==> config.mk <==
export PLATFORM = sky130hd
export DESIGN_NAME = wb_hp_initiator_flat
export DESIGN_NICKNAME = d
export VERILOG_FILES = /design/src/rtl/wb_hp_pkg.sv /design/src/rtl/wb_hp_initiator_if.sv /design/src/rtl/wb_hp_timeout.sv /design/src/rtl/wb_hp_initiator.sv /design/src/flat_wrapper.sv
export SDC_FILE = /design/constraint.sdc
export NUM_CORES = 1
export LEC_CHECK = 0
export CAP_MARGIN = 40
export CELL_PAD_IN_SITES_DETAIL_PLACEMENT = 0
export CELL_PAD_IN_SITES_GLOBAL_PLACEMENT = 2
export CORE_ASPECT_RATIO = 0.6
export CORE_MARGIN = 2
export CORE_UTILIZATION = 25
export DETAILED_ROUTE_END_ITERATION = 7
export PLACE_DENSITY = 0.89
export REMOVE_ABC_BUFFERS = 1
export SLEW_MARGIN = 30
export SYNTH_ARGS = -nofsm -noshare
export SYNTH_HDL_FRONTEND = slang
export SYNTH_HIERARCHICAL = 1
export SYNTH_SLANG_ARGS = --single-unit
==> constraint.sdc <==
create_clock -name wb_clk_i -period 4.8 [get_ports wb_clk_i]
set_input_delay 0.96 -clock wb_clk_i [delete_from_list [all_inputs] [get_ports wb_clk_i]]
set_output_delay 0.96 -clock wb_clk_i [all_outputs]
set_load 0.05 [all_outputs]
==> src/rtl/wb_hp_pkg.sv <==
// rtl/wb_hp_pkg.sv - shared widths and state encoding for the Wishbone initiator
package wb_hp_pkg;
   localparam int WB_ADR_W = 32;
   localparam int WB_SEL_W = 4;

   typedef enum logic [1:0] {
      IDLE = 2'd0,
      BUS  = 2'd1,
      RESP = 2'd2
   } state_t;
endpackage

==> src/rtl/wb_hp_initiator_if.sv <==
// rtl/wb_hp_initiator_if.sv - command, response and Wishbone master signal bundle
interface wb_hp_initiator_if;
   import wb_hp_pkg::*;

   logic                cmd_valid_i;
   logic                cmd_ready_o;
   logic                cmd_we_i;
   logic [WB_ADR_W-1:0] cmd_adr_i;
   logic [31:0]         cmd_dat_i;
   logic [WB_SEL_W-1:0] cmd_sel_i;

   logic                rsp_valid_o;
   logic                rsp_ready_i;
   logic [31:0]         rsp_dat_o;
   logic                rsp_err_o;

   logic                wbm_cyc_o;
   logic                wbm_stb_o;
   logic                wbm_we_o;
   logic [WB_ADR_W-1:0] wbm_adr_o;
   logic [31:0]         wbm_dat_o;
   logic [WB_SEL_W-1:0] wbm_sel_o;
   logic                wbm_ack_i;
   logic                wbm_err_i;
   logic [31:0]         wbm_dat_i;

   logic [7:0]          err_count_o;

   modport master (
      input  cmd_valid_i, cmd_we_i, cmd_adr_i, cmd_dat_i, cmd_sel_i,
      input  rsp_ready_i, wbm_ack_i, wbm_err_i, wbm_dat_i,
      output cmd_ready_o, rsp_valid_o, rsp_dat_o, rsp_err_o,
      output wbm_cyc_o, wbm_stb_o, wbm_we_o, wbm_adr_o, wbm_dat_o, wbm_sel_o,
      output err_count_o
   );

   modport slave (
      output cmd_valid_i, cmd_we_i, cmd_adr_i, cmd_dat_i, cmd_sel_i,
      output rsp_ready_i, wbm_ack_i, wbm_err_i, wbm_dat_i,
      input  cmd_ready_o, rsp_valid_o, rsp_dat_o, rsp_err_o,
      input  wbm_cyc_o, wbm_stb_o, wbm_we_o, wbm_adr_o, wbm_dat_o, wbm_sel_o,
      input  err_count_o
   );
endinterface

==> src/rtl/wb_hp_timeout.sv <==
// rtl/wb_hp_timeout.sv - bus wait counter, expires on the TIMEOUT-th BUS cycle
module wb_hp_timeout #(
   parameter int TIMEOUT = 64
) (
   input  logic clk,
   input  logic rst,
   input  logic clear,
   input  logic enable,
   output logic expire
);
   logic [7:0] count;

   always_ff @(posedge clk or posedge rst) begin
      if (rst)
         count <= 8'd0;
      else if (clear)
         count <= 8'd0;
      else if (enable)
         count <= count + 8'd1;
   end

   assign expire = (count == 8'(TIMEOUT - 1));
endmodule

==> src/rtl/wb_hp_initiator.sv <==
// rtl/wb_hp_initiator.sv - single-outstanding Wishbone master with timeout and error count
module wb_hp_initiator
   import wb_hp_pkg::*;
#(
   parameter int TIMEOUT = 64
) (
   input  logic                 wb_clk_i,
   input  logic                 wb_rst_i,
   wb_hp_initiator_if.master    bus
);
   state_t              state;
   state_t              state_nx;
   logic                accept;
   logic                in_bus;
   logic                done;
   logic                fail;
   logic                expire;
   logic                wait_clear;
   logic                wait_en;
   logic                we_q;
   logic [WB_ADR_W-1:0] adr_q;
   logic [31:0]         dat_q;
   logic [WB_SEL_W-1:0] sel_q;
   logic [31:0]         rsp_dat_q;
   logic                rsp_err_q;
   logic [7:0]          err_cnt_q;

   assign in_bus     = (state == BUS);
   assign accept     = (state == IDLE) && bus.cmd_valid_i;
   assign done       = in_bus && (bus.wbm_ack_i || bus.wbm_err_i || expire);
   // err beats ack; a late ack in the expiring cycle still completes cleanly
   assign fail       = in_bus && (bus.wbm_err_i || (!bus.wbm_ack_i && expire));
   assign wait_clear = !in_bus;
   assign wait_en    = in_bus && !bus.wbm_ack_i && !bus.wbm_err_i;

   wb_hp_timeout #(.TIMEOUT(TIMEOUT)) u_timeout (
      .clk    (wb_clk_i),
      .rst    (wb_rst_i),
      .clear  (wait_clear),
      .enable (wait_en),
      .expire (expire)
   );

   always_ff @(posedge wb_clk_i or posedge wb_rst_i) begin
      if (wb_rst_i)
         state <= IDLE;
      else
         state <= state_nx;
   end

   always_comb begin
      state_nx = state;
      case (state)
         IDLE:    if (accept) state_nx = BUS;
         BUS:     if (done) state_nx = RESP;
         RESP:    if (bus.rsp_ready_i) state_nx = IDLE;
         default: state_nx = IDLE;
      endcase
   end

   always_comb begin
      bus.cmd_ready_o = (state == IDLE) && !wb_rst_i;
      bus.wbm_cyc_o   = in_bus;
      bus.wbm_stb_o   = in_bus;
      bus.wbm_we_o    = we_q;
      bus.wbm_adr_o   = adr_q;
      bus.wbm_dat_o   = dat_q;
      bus.wbm_sel_o   = sel_q;
      bus.rsp_valid_o = (state == RESP);
      bus.rsp_dat_o   = rsp_dat_q;
      bus.rsp_err_o   = rsp_err_q;
      bus.err_count_o = err_cnt_q;
   end

   always_ff @(posedge wb_clk_i or posedge wb_rst_i) begin
      if (wb_rst_i) begin
         we_q      <= 1'b0;
         adr_q     <= '0;
         dat_q     <= '0;
         sel_q     <= '0;
         rsp_dat_q <= '0;
         rsp_err_q <= 1'b0;
         err_cnt_q <= 8'd0;
      end else begin
         if (accept) begin
            we_q  <= bus.cmd_we_i;
            adr_q <= bus.cmd_adr_i;
            dat_q <= bus.cmd_we_i ? bus.cmd_dat_i : 32'd0;
            sel_q <= bus.cmd_sel_i;
         end
         if (done) begin
            rsp_err_q <= fail;
            rsp_dat_q <= (fail || we_q) ? 32'd0 : bus.wbm_dat_i;
            if (fail && err_cnt_q != 8'hFF)
               err_cnt_q <= err_cnt_q + 8'd1;
         end
      end
   end
endmodule

==> src/flat_wrapper.sv <==
// flat-port wrapper written by rule: the top's interface ports become plain ports
module wb_hp_initiator_flat import wb_hp_pkg::*;
#(
   parameter int TIMEOUT = 64
)
  (wb_clk_i, wb_rst_i, bus_cmd_valid_i, bus_cmd_we_i, bus_cmd_adr_i, bus_cmd_dat_i, bus_cmd_sel_i, bus_rsp_ready_i, bus_wbm_ack_i, bus_wbm_err_i, bus_wbm_dat_i, bus_cmd_ready_o, bus_rsp_valid_o, bus_rsp_dat_o, bus_rsp_err_o, bus_wbm_cyc_o, bus_wbm_stb_o, bus_wbm_we_o, bus_wbm_adr_o, bus_wbm_dat_o, bus_wbm_sel_o, bus_err_count_o);
  wb_hp_initiator_if bus_i ();
  input  logic wb_clk_i;
  input  logic wb_rst_i;
  input wire logic [$bits(bus_i.cmd_valid_i)-1:0] bus_cmd_valid_i;
  input wire logic [$bits(bus_i.cmd_we_i)-1:0] bus_cmd_we_i;
  input wire logic [$bits(bus_i.cmd_adr_i)-1:0] bus_cmd_adr_i;
  input wire logic [$bits(bus_i.cmd_dat_i)-1:0] bus_cmd_dat_i;
  input wire logic [$bits(bus_i.cmd_sel_i)-1:0] bus_cmd_sel_i;
  input wire logic [$bits(bus_i.rsp_ready_i)-1:0] bus_rsp_ready_i;
  input wire logic [$bits(bus_i.wbm_ack_i)-1:0] bus_wbm_ack_i;
  input wire logic [$bits(bus_i.wbm_err_i)-1:0] bus_wbm_err_i;
  input wire logic [$bits(bus_i.wbm_dat_i)-1:0] bus_wbm_dat_i;
  output wire logic [$bits(bus_i.cmd_ready_o)-1:0] bus_cmd_ready_o;
  output wire logic [$bits(bus_i.rsp_valid_o)-1:0] bus_rsp_valid_o;
  output wire logic [$bits(bus_i.rsp_dat_o)-1:0] bus_rsp_dat_o;
  output wire logic [$bits(bus_i.rsp_err_o)-1:0] bus_rsp_err_o;
  output wire logic [$bits(bus_i.wbm_cyc_o)-1:0] bus_wbm_cyc_o;
  output wire logic [$bits(bus_i.wbm_stb_o)-1:0] bus_wbm_stb_o;
  output wire logic [$bits(bus_i.wbm_we_o)-1:0] bus_wbm_we_o;
  output wire logic [$bits(bus_i.wbm_adr_o)-1:0] bus_wbm_adr_o;
  output wire logic [$bits(bus_i.wbm_dat_o)-1:0] bus_wbm_dat_o;
  output wire logic [$bits(bus_i.wbm_sel_o)-1:0] bus_wbm_sel_o;
  output wire logic [$bits(bus_i.err_count_o)-1:0] bus_err_count_o;
  assign bus_i.cmd_valid_i = bus_cmd_valid_i;
  assign bus_i.cmd_we_i = bus_cmd_we_i;
  assign bus_i.cmd_adr_i = bus_cmd_adr_i;
  assign bus_i.cmd_dat_i = bus_cmd_dat_i;
  assign bus_i.cmd_sel_i = bus_cmd_sel_i;
  assign bus_i.rsp_ready_i = bus_rsp_ready_i;
  assign bus_i.wbm_ack_i = bus_wbm_ack_i;
  assign bus_i.wbm_err_i = bus_wbm_err_i;
  assign bus_i.wbm_dat_i = bus_wbm_dat_i;
  assign bus_cmd_ready_o = bus_i.cmd_ready_o;
  assign bus_rsp_valid_o = bus_i.rsp_valid_o;
  assign bus_rsp_dat_o = bus_i.rsp_dat_o;
  assign bus_rsp_err_o = bus_i.rsp_err_o;
  assign bus_wbm_cyc_o = bus_i.wbm_cyc_o;
  assign bus_wbm_stb_o = bus_i.wbm_stb_o;
  assign bus_wbm_we_o = bus_i.wbm_we_o;
  assign bus_wbm_adr_o = bus_i.wbm_adr_o;
  assign bus_wbm_dat_o = bus_i.wbm_dat_o;
  assign bus_wbm_sel_o = bus_i.wbm_sel_o;
  assign bus_err_count_o = bus_i.err_count_o;
  wb_hp_initiator #(.TIMEOUT(TIMEOUT)) u_core (.wb_clk_i(wb_clk_i), .wb_rst_i(wb_rst_i), .bus(bus_i));
endmodule
==> flow_summary.yaml <==
clock_tree:
  ctsResizeCount: 0
  cts_root_buffer: "clkbuf_16"
  cts_tree: "yes"
  cts_buffers: 17
  clk_latency_ps: 410
  clk_pin_slew_ps: 50
  cts_setup_buffers: 0
  clock-sinks: 120
  ctsHoldBuffers: 0
  cts_max_level: 4
  clockBufferDepth: 2
grt:
  first_global_vias: 3935
  grt-ovfl-total: 0
  grt_max_degree: 79
  grt_use_total: 0.133
  antenna_found_initial: 0
  grt_pass1_wl_um: 20900
synthesis:
  synthFlopType: "dfrtp_1"
  async_flop_share: 1.00
  syn_inst: 383
  syn_area_mm2: 0.00482
  synth.area.top_cells: "dfrtp_1 62%, mux2_2 8.9%, a22o_1 5.8%"
  synth_top_area_frac: 0.623
  ys_ff_latch: 120
  synth-seq-area-share: 0.623
  synth_edf_count: 0
  yosysUniqueCellTypes: 40
  synth_area_per_cell_um2: 12.6
  synth_top_area_cell: "dfrtp_1"
  yosysWarnings: 6
worst_hold_path:
  holdPathStages: 2
  hp-class: "reg2reg"
die:
  floorplan.initialDensity: 0.254
  die-area_mm2: 0.0204
  core.rowCount: 39
  fp.coreArea_mm2: 0.0189
  ioPinCount: 221
  chipWidth_um: 183
  die-height_um: 112
routing:
  antenna_left: 0
  dr.pass1.iters: 4
  routed_wl_um: 13100
  drc: 0
  vias: 3673
  drt_iter0_markers: 132
  viasPerCell: 4.26
  wl_per_cell_um: 15.2
sta:
  maxSlewHeadroom: 0.629
  maxSlewViolCount: 0
  worstMarginPinSlew_ps: 555
  fin_crit_ps: 3380
  grt_setup_unrepaired: "false"
  setup_viol: 0
  max_freq_mhz: 296
  finalClockSkew_ps: 10.0
  hold_viol: 0
  finalCritPeriodShare: 0.704
  tns_ps: 0
outcome:
  status: "finished clean"
run:
  drv_cap: 0
placed_design:
  gp_congestion: 0.732
  portBuffers: 220
  placed_cells: 829
  dpl.hpwl_um: 9160
power_and_ir_drop:
  power_density_mw_per_mm2: 776
  peakVddDrop_uv: 439
  power_mw: 6.06
  leakage_nw: 3.33
worst_setup_path:
  arrival_ps: 2420
  cp_slowest_cell: "clkdlybuf4s50_1"
  crit_type: "in2out"
  worst-path-buf-inv: 2
  path_common_cell: "clkdlybuf4s50_1"
  cp.required_ps: 3840
  critPathCaptureType: "primary output"
  cp_cell_sequence: "clkdlybuf4s50_1 > nor3_1 > clkdlybuf4s50_1"
  crit_fanout: 3
  crit_family: "buffers and inverters"
  reg2reg_depth: 6
  slowest_delay_ps: 830
  start_kind: "input port"
  crit_cells: 3
finish:
  insertedDiodeCount: 0
  post-route-util: 0.413
  nets: 714
  area_growth_pct: 62.1
  fin_cells: 862
  drive_above_1_share: 0.146
sequential cells by signal, indices dropped and copies added (netlist names):
name,flops
u_core/bus.err_count_o,8
u_core/bus.rsp_dat_o,32
u_core/bus.rsp_err_o,1
u_core/bus.wbm_adr_o,32
u_core/bus.wbm_dat_o,32
u_core/bus.wbm_sel_o,4
u_core/bus.wbm_we_o,1
u_core/state,2
u_core/u_timeout/count,8
layout by cell type, fill, tap and decap left out, types with 2 or more instances in the layout:
cell type,n
nand2_4,2
nor2_1,7
nand3_1,5
buf_12,2
o21ai_1,5
dfrtp_1,120
clkinv_2,6
mux2_2,38
a21oi_1,4
clkbuf_16,17
nand4_1,3
clkinvlp_4,2
ha_1,2
or3_1,3
nand2_1,70
buf_4,3
xor2_1,8
clkbuf_8,4
clkdlybuf4s50_1,220
inv_1,3
nor3_1,5
a22o_1,32
o21ai_0,32
per-stage QoR:
stage | hold WS [ps] | setup WS, ps | cell area, µm²
2_1_floorplan | 523 | 881 | 4640
3_3_place_gp | 462 | 1390 | 7200
3_5_place_dp | 473 | 1410 | 7200
4_1_cts | 485 | 1410 | 7760
5_1_grt | 507 | 1380 | 7810
6_report | 481 | 1420 | 7810
path summary, 6_finish.rpt:
path	from	end	slack, ps
max	wb_rst_i	bus_cmd_ready_o	1420
min	u_core/bus.wbm_dat_o[10]	u_core/bus.wbm_dat_o[10]	480
min reg2reg	u_core/bus.wbm_dat_o[10]	u_core/bus.wbm_dat_o[10]	480
max reg2reg	u_core/u_timeout/count[0]	u_core/bus.err_count_o[7]	2680
max in group asynchronous	wb_rst_i	u_core/bus.wbm_dat_o[28]	3350
min in group asynchronous	wb_rst_i	u_core/bus.rsp_dat_o[15]	880
cells in the mapped netlist, types with 2 or more instances:
master	count
buf_4	2
a21oi_1	4
clkbuf_1	6
buf_2	5
xor2_1	8
nor2_1	7
inv_1	4
nand3_1	5
nand2_1	71
a22o_1	32
ha_1	2
nand4_1	3
dfrtp_1	120
mux2_2	38
or3_1	3
nor3_1	5
o21ai_0	32
o21ai_1	5
buf_6	10
layer usage:
layer  share of wire  global-route usage  wire length (µm)
met1            0.47               0.165              6080
met2            0.42               0.196              5460
met3            0.10              0.0690              1370
met4           0.012              0.0485               160
met5               0                   0                 0
power by group:
| group | internal, mW | total (mW) | switching [mW] |
|---|---|---|---|
| Clock | 0.753 | 1.19 | 0.440 |
| Combinational | 1.10 | 3.17 | 2.07 |
| Sequential | 1.43 | 1.70 | 0.265 |
final cells by class:
type / instances / area, µm²
Inverter: 5 / 26.3
Sequential cell: 120 / 3000
Clock inverter: 9 / 75.1
Clock buffer: 21 / 480
Tap cell: 246 / 308
Timing Repair Buffer: 227 / 2300
Multi-Input combinational cell: 234 / 1620
Fill cell: 1781 / 11100
tightest hold or removal path, cell delays in order, from the launching register on:
cell     delay, ps
dfrtp_1        340
nand2_1         40
o21ai_0         60
kinds of logic after synthesis:
family / after synthesis / share of synthesized area
xor gates and xnor gates: 9 / 0.0164
and+or+nand+nor: 107 / 0.110
buffers and inverters: 29 / 0.0421
adders and majority gates: 2 / 0.00519
AOI/OAI and AO/OA: 76 / 0.109
DFF: 120 / 0.623
muxes: 40 / 0.0940
No activity file was read; power rests on OpenSTA's default activity.
